[src/rtl/matrix_result_streamer_if.sv]
// Handshake bundle for matrix_result_streamer: capture side (in_*, MP) and element stream side (out_*).
interface matrix_result_streamer_if #(
    parameter int unsigned word_size     = 32,
    parameter int unsigned Amatrixrownum = 2,
    parameter int unsigned Bmatrixcolnum = 1
);
    localparam int unsigned N  = Amatrixrownum * Bmatrixcolnum;
    localparam int unsigned RW = $clog2((Amatrixrownum > 2) ? Amatrixrownum : 2);
    localparam int unsigned CW = $clog2((Bmatrixcolnum > 2) ? Bmatrixcolnum : 2);

    logic                     in_valid;
    logic                     in_ready;
    logic [N*word_size-1:0]   MP;
    logic                     out_valid;
    logic                     out_ready;
    logic [word_size-1:0]     out_data;
    logic [RW-1:0]            out_row;
    logic [CW-1:0]            out_col;
    logic                     out_last;
    logic                     busy;

    modport master (
        input  in_valid, MP, out_ready,
        output in_ready, out_valid, out_data, out_row, out_col, out_last, busy
    );

    modport slave (
        output in_valid, MP, out_ready,
        input  in_ready, out_valid, out_data, out_row, out_col, out_last, busy
    );
endinterface

[src/rtl/matrix_result_streamer.sv]
// Captures a flattened row-major matrix result once and serialises it as one
// tagged element per valid/ready transfer.
module matrix_result_streamer #(
    parameter int unsigned word_size     = 32,
    parameter int unsigned Amatrixrownum = 2,
    parameter int unsigned Bmatrixcolnum = 1
) (
    input  logic                         clk,
    input  logic                         rst,
    matrix_result_streamer_if.master     bus
);
    localparam int unsigned N  = Amatrixrownum * Bmatrixcolnum;
    localparam int unsigned VW = N * word_size;
    localparam int unsigned RW = $clog2((Amatrixrownum > 2) ? Amatrixrownum : 2);
    localparam int unsigned CW = $clog2((Bmatrixcolnum > 2) ? Bmatrixcolnum : 2);
    localparam int unsigned KW = $clog2((N > 2) ? N : 2);

    typedef enum logic {IDLE, STREAM} state_t;

    state_t               state_q, state_d;
    logic [VW-1:0]        hold_q, hold_d;
    logic [KW-1:0]        k_q, k_d;
    logic                 valid_q, valid_d;
    logic [word_size-1:0] data_q, data_d;
    logic [RW-1:0]        row_q, row_d;
    logic [CW-1:0]        col_q, col_d;
    logic                 last_q, last_d;

    // Holding register shifts left on each advance so the current element sits in the MSBs.
    always_comb begin
        state_d = state_q;
        hold_d  = hold_q;
        k_d     = k_q;
        valid_d = valid_q;
        data_d  = data_q;
        row_d   = row_q;
        col_d   = col_q;
        last_d  = last_q;
        case (state_q)
            IDLE: begin
                if (bus.in_valid) begin
                    hold_d  = bus.MP;
                    data_d  = bus.MP[VW-1 -: word_size];
                    k_d     = '0;
                    row_d   = '0;
                    col_d   = '0;
                    last_d  = (N == 1);
                    valid_d = 1'b1;
                    state_d = STREAM;
                end
            end
            STREAM: begin
                if (valid_q && bus.out_ready) begin
                    if (last_q) begin
                        valid_d = 1'b0;
                        state_d = IDLE;
                    end else begin
                        hold_d = hold_q << word_size;
                        data_d = hold_d[VW-1 -: word_size];
                        k_d    = k_q + KW'(1);
                        last_d = (k_d == KW'(N - 1));
                        if (col_q == CW'(Bmatrixcolnum - 1)) begin
                            col_d = '0;
                            row_d = row_q + RW'(1);
                        end else begin
                            col_d = col_q + CW'(1);
                        end
                    end
                end
            end
            default: state_d = IDLE;
        endcase
    end

    always_ff @(posedge clk) begin
        if (rst) begin
            state_q <= IDLE;
            hold_q  <= '0;
            k_q     <= '0;
            valid_q <= 1'b0;
            data_q  <= '0;
            row_q   <= '0;
            col_q   <= '0;
            last_q  <= 1'b0;
        end else begin
            state_q <= state_d;
            hold_q  <= hold_d;
            k_q     <= k_d;
            valid_q <= valid_d;
            data_q  <= data_d;
            row_q   <= row_d;
            col_q   <= col_d;
            last_q  <= last_d;
        end
    end

    assign bus.in_ready  = (state_q == IDLE) && !rst;
    assign bus.busy      = (state_q == STREAM);
    assign bus.out_valid = valid_q;
    assign bus.out_data  = data_q;
    assign bus.out_row   = row_q;
    assign bus.out_col   = col_q;
    assign bus.out_last  = last_q;
endmodule

[src/flat_wrapper.sv]
// flat-port wrapper written by rule: the top's interface ports become plain ports
module matrix_result_streamer_flat 
#(
    parameter int unsigned word_size     = 32,
    parameter int unsigned Amatrixrownum = 2,
    parameter int unsigned Bmatrixcolnum = 1
)
  (clk, rst, bus_in_valid, bus_MP, bus_out_ready, bus_in_ready, bus_out_valid, bus_out_data, bus_out_row, bus_out_col, bus_out_last, bus_busy);
  matrix_result_streamer_if #(.word_size(word_size), .Amatrixrownum(Amatrixrownum), .Bmatrixcolnum(Bmatrixcolnum)) bus_i ();
  input  logic clk;
  input  logic rst;
  input wire logic [$bits(bus_i.in_valid)-1:0] bus_in_valid;
  input wire logic [$bits(bus_i.MP)-1:0] bus_MP;
  input wire logic [$bits(bus_i.out_ready)-1:0] bus_out_ready;
  output wire logic [$bits(bus_i.in_ready)-1:0] bus_in_ready;
  output wire logic [$bits(bus_i.out_valid)-1:0] bus_out_valid;
  output wire logic [$bits(bus_i.out_data)-1:0] bus_out_data;
  output wire logic [$bits(bus_i.out_row)-1:0] bus_out_row;
  output wire logic [$bits(bus_i.out_col)-1:0] bus_out_col;
  output wire logic [$bits(bus_i.out_last)-1:0] bus_out_last;
  output wire logic [$bits(bus_i.busy)-1:0] bus_busy;
  assign bus_i.in_valid = bus_in_valid;
  assign bus_i.MP = bus_MP;
  assign bus_i.out_ready = bus_out_ready;
  assign bus_in_ready = bus_i.in_ready;
  assign bus_out_valid = bus_i.out_valid;
  assign bus_out_data = bus_i.out_data;
  assign bus_out_row = bus_i.out_row;
  assign bus_out_col = bus_i.out_col;
  assign bus_out_last = bus_i.out_last;
  assign bus_busy = bus_i.busy;
  matrix_result_streamer #(.word_size(word_size), .Amatrixrownum(Amatrixrownum), .Bmatrixcolnum(Bmatrixcolnum)) u_core (.clk(clk), .rst(rst), .bus(bus_i));
endmodule
[config.mk]
export PLATFORM = sky130hd
export DESIGN_NAME = matrix_result_streamer_flat
export DESIGN_NICKNAME = d
export VERILOG_FILES = /design/src/rtl/matrix_result_streamer_if.sv /design/src/rtl/matrix_result_streamer.sv /design/src/flat_wrapper.sv
export SDC_FILE = /design/constraint.sdc
export NUM_CORES = 1
export LEC_CHECK = 0
export ABC_CLOCK_PERIOD_IN_PS = 2000
export BUFFER_PORTS_ARGS = -buffer_cell sky130_fd_sc_hd__buf_2
export CAP_MARGIN = 20
export CORE_MARGIN = 8
export CORE_UTILIZATION = 48
export CTS_CLUSTER_DIAMETER = 80
export DETAILED_ROUTE_END_ITERATION = 6
export PLACE_DENSITY = 0.79
export SKIP_CTS_REPAIR_TIMING = 1
export SYNTH_ARGS = -nofsm -noshare
export SYNTH_HDL_FRONTEND = slang
export SYNTH_SLANG_ARGS = --single-unit
[constraint.sdc]
create_clock -name clk -period 2 [get_ports clk]
set_input_delay 0.6 -clock clk [delete_from_list [all_inputs] [get_ports clk]]
set_output_delay 0.6 -clock clk [all_outputs]
set_load 0.02 [all_outputs]
==> results.py <==
metrics = {
    "worst_setup_path": {
        "r2r.worst_path.cells": 5,
        "path_buf_inv": 2,
        "critPathMaxFanout": 21,
        "path_delay_family": "buffers and inverters",
        "cp-endpoint": "bus_in_ready",
        "crit_type": "register to primary output",
        "worstPathRequired_ns": 1.40,
        "path_cells": "buf_4 > nor2_1 > buf_2",
        "end_kind": "primary output",
        "cp-start-kind": "register",
        "rr_endpoint": "u_core.bus.out_data[23]$_SDFFE_PP0P_",
        "critical_path_arrival_ns": 1.24,
        "startpoint": "u_core.bus.busy$_SDFF_PP0_",
        "path_depth": 3,
        "cp_slowest_stage_delay_ns": 0.34,
        "slowest_stage": "dfxtp_2",
        "reg2reg_slack_ns": 0.33,
        "timing.rr.start": "u_core.bus.busy$_SDFF_PP0_",
    },
    "clock_network": {
        "numClockSinks": 69,
        "clk_pin_slew_ns": 0.07,
        "cts-root-buf": "clkbuf_8",
        "cts_tree": "yes",
        "insertion_delay_ns": 0.33,
        "cts_buffers": 9,
        "clockBufferDepth": 2,
        "htree_levels": 3,
    },
    "min_path": {
        "min_path_type": "input port to register",
        "holdPathStages": 2,
    },
    "job": {
        "drv_cap": 0,
    },
    "global_route": {
        "antenna_found_initial": 0,
        "grt_max_degree": 39,
        "grt_usage_pct": 17.18,
        "gr-total-overflow": 0,
        "grt_pass1_wl_um": 11530,
        "grt_pass1_vias": 2435,
    },
    "pwr": {
        "power_frac_clock_pct": 37.8,
        "p_leak_nw": 1.562,
        "intPower_mw": 2.475,
        "p_per_area_mw_per_mm2": 955.5,
        "netSwitchingPower_uw": 839.8,
        "p_comb_share_pct": 15.9,
        "vdd_drop_max_v": 0.0004756,
        "switching_share_pct": 25.33,
        "seq_power_share_pct": 46.3,
    },
    "placement": {
        "port_buffers": 104,
        "gp_congestion": 0.7599,
        "dp_hpwl_um": 5241,
    },
    "timing": {
        "fin_skew_ns": 0.005234,
        "max_freq_ghz": 0.5421,
        "fin_crit_sh_pct": 92.23,
        "fin_tns_setup_ns": 0,
        "slew_headroom_pct": 56.27,
        "report.final.slew_viol_count": 0,
        "timing.final.hold_violations": 0,
        "rsz0062_at_grt": "false",
        "setup_viol": 0,
        "worst_pin_slew_ns": 0.6552,
        "finalCriticalPeriod_ns": 1.845,
    },
    "drt": {
        "drc_errors": 0,
        "wl_per_cell_um": 17.12,
        "first_pass_iters": 6,
        "postRouteAntennaNets": 0,
        "drt_iter0_drc": 82,
        "vias": 2301,
        "viasPerCell": 5.414,
        "wl_um": 7277,
    },
    "run_status": {
        "status": "finished clean",
    },
    "finish": {
        "finalNetCount": 416,
        "n_antenna_cell": 0,
        "multi_input_area_mm2": 0.001145,
        "register_area_mm2": 0.001383,
        "finish.utilization_pct": 63.79,
        "drive_gt1_share_pct": 38.24,
        "syn_to_final_growth_pct": 29.22,
        "nFillCells": 476,
    },
    "synth": {
        "syn_area_mm2": 0.002685,
        "synthArstFlopShare_pct": 0,
        "synth_nets": 315,
        "syn_inst": 247,
        "synth_top_cell_area_share_pct": 51.44,
        "synth_top_area_cell": "dfxtp_1",
        "yosys_warnings": 0,
        "ys_seq_area_share_pct": 51.44,
        "synth-seq-cells": 69,
        "synthFlopType": "dfxtp_1",
        "yosysUniqueCellTypes": 21,
        "synth_area_leaders": "dfxtp_1, mux2i_1, a22o_1, a211oi_1, nor3_1",
        "synth.avg_cell_area_um2": 10.87,
        "synth_edf_count": 0,
    },
    "floorplan": {
        "initial_core_util_pct": 49.37,
        "die_area_mm2": 0.008243,
        "ios": 106,
        "die_x_um": 90.79,
        "rows": 27,
        "dieHeight_um": 90.79,
        "core-area_mm2": 0.005439,
    },
}
-- layout make-up --
class | instances | area share [%]
flip-flops and latches | 69 | 39.85
clock inverters | 4 | 2.019
multi-input cells | 151 | 33.00
repair buffers | 116 | 17.96
clock buffers | 12 | 4.472
well taps | 72 | 2.596
inverters | 1 | 0.1082
-- worst min-delay path by stage --
stage                                   start                             end  slack, ns
6_report                            bus_MP[3]   u_core.hold_q[3]$_SDFFE_PP0P_       0.48
2_1_floorplan   u_core.hold_q[0]$_SDFFE_PP0P_   u_core.hold_q[0]$_SDFFE_PP0P_       0.44
4_1_cts                            bus_MP[30]  u_core.hold_q[30]$_SDFFE_PP0P_       0.47
5_1_grt                             bus_MP[1]   u_core.hold_q[1]$_SDFFE_PP0P_       0.47
3_5_place_dp    u_core.hold_q[4]$_SDFFE_PP0P_   u_core.hold_q[4]$_SDFFE_PP0P_       0.46
3_3_place_gp   u_core.hold_q[11]$_SDFFE_PP0P_  u_core.hold_q[11]$_SDFFE_PP0P_       0.46
-- Yosys cell counts (2+ instances only) --
library cell / instances
clkbuf_1: 6
buf_2: 9
a211oi_1: 33
mux2i_1: 32
a21oi_1: 4
nand2b_1: 2
buf_6: 4
nor3_1: 33
nand3_1: 3
a22o_1: 32
dfxtp_1: 69
nand2_1: 2
buf_4: 7
nor2_1: 4
-- sequential cells by signal, indices dropped and copies added, names as in the netlist --
name                  flops
u_core.k_q                1
u_core.bus.out_row        1
u_core.bus.busy           1
u_core.hold_q            32
u_core.bus.out_last       1
u_core.bus.out_data      32
u_core.bus.out_valid      1
-- cells in the final DEF, fill, tap and decap left out, drive strengths merged, types with 3 or more instances in the layout --
cell type / count
clkbuf: 12
nor2: 4
a22o: 32
nand3: 3
a21oi: 4
a211oi: 33
mux2i: 32
dfxtp: 69
buf: 116
nor3: 34
-- cell families (layout without fill, tap and decap cells) --
group,count (synthesis),after routing,share of synthesized area (%)
DFF,69,69,51.44
muxes,32,32,11.93
AOI/OAI and AO/OA,69,69,20.41
other,1,1,0.1397
buffers and inverters,27,133,6.290
and+or+nand+nor,49,49,9.786
-- through the flow --
stage / cell area, um^2 / hold WS [ns] / power [mW] / setup WS, ns / instances
3_5_place_dp: 3244 / 0.4601 / 2.095 / 0.1668 / 409
3_3_place_gp: 3244 / 0.4567 / 2.080 / 0.2475 / 409
5_1_grt: 3470 / 0.4684 / 3.471 / 0.08856 / 425
4_1_cts: 3470 / 0.4651 / 3.345 / 0.1199 / 425
6_report: 3470 / 0.4777 / 3.315 / 0.1553 / 425
2_1_floorplan: 2685 / 0.4420 / 1.898 / 0.08305 / 247
-- layer usage --
layer	vias to the layer above	wire [um]	track usage (%)
li1	1134	-	-
met1	1076	3099	18.35
met2	80	3567	29.78
met3	11	520	6.151
met4	0	89	7.503
met5	-	0	0
-- power by group through the flow --
stage	Sequential (mW)	Clock [mW]	Combinational, mW
2_1_floorplan	1.63	0	0.269
3_3_place_gp	1.56	0	0.519
3_5_place_dp	1.56	0	0.532
4_1_cts	1.53	1.28	0.533
5_1_grt	1.54	1.35	0.573
6_report	1.53	1.25	0.527
(Power assumes the default switching activity.)
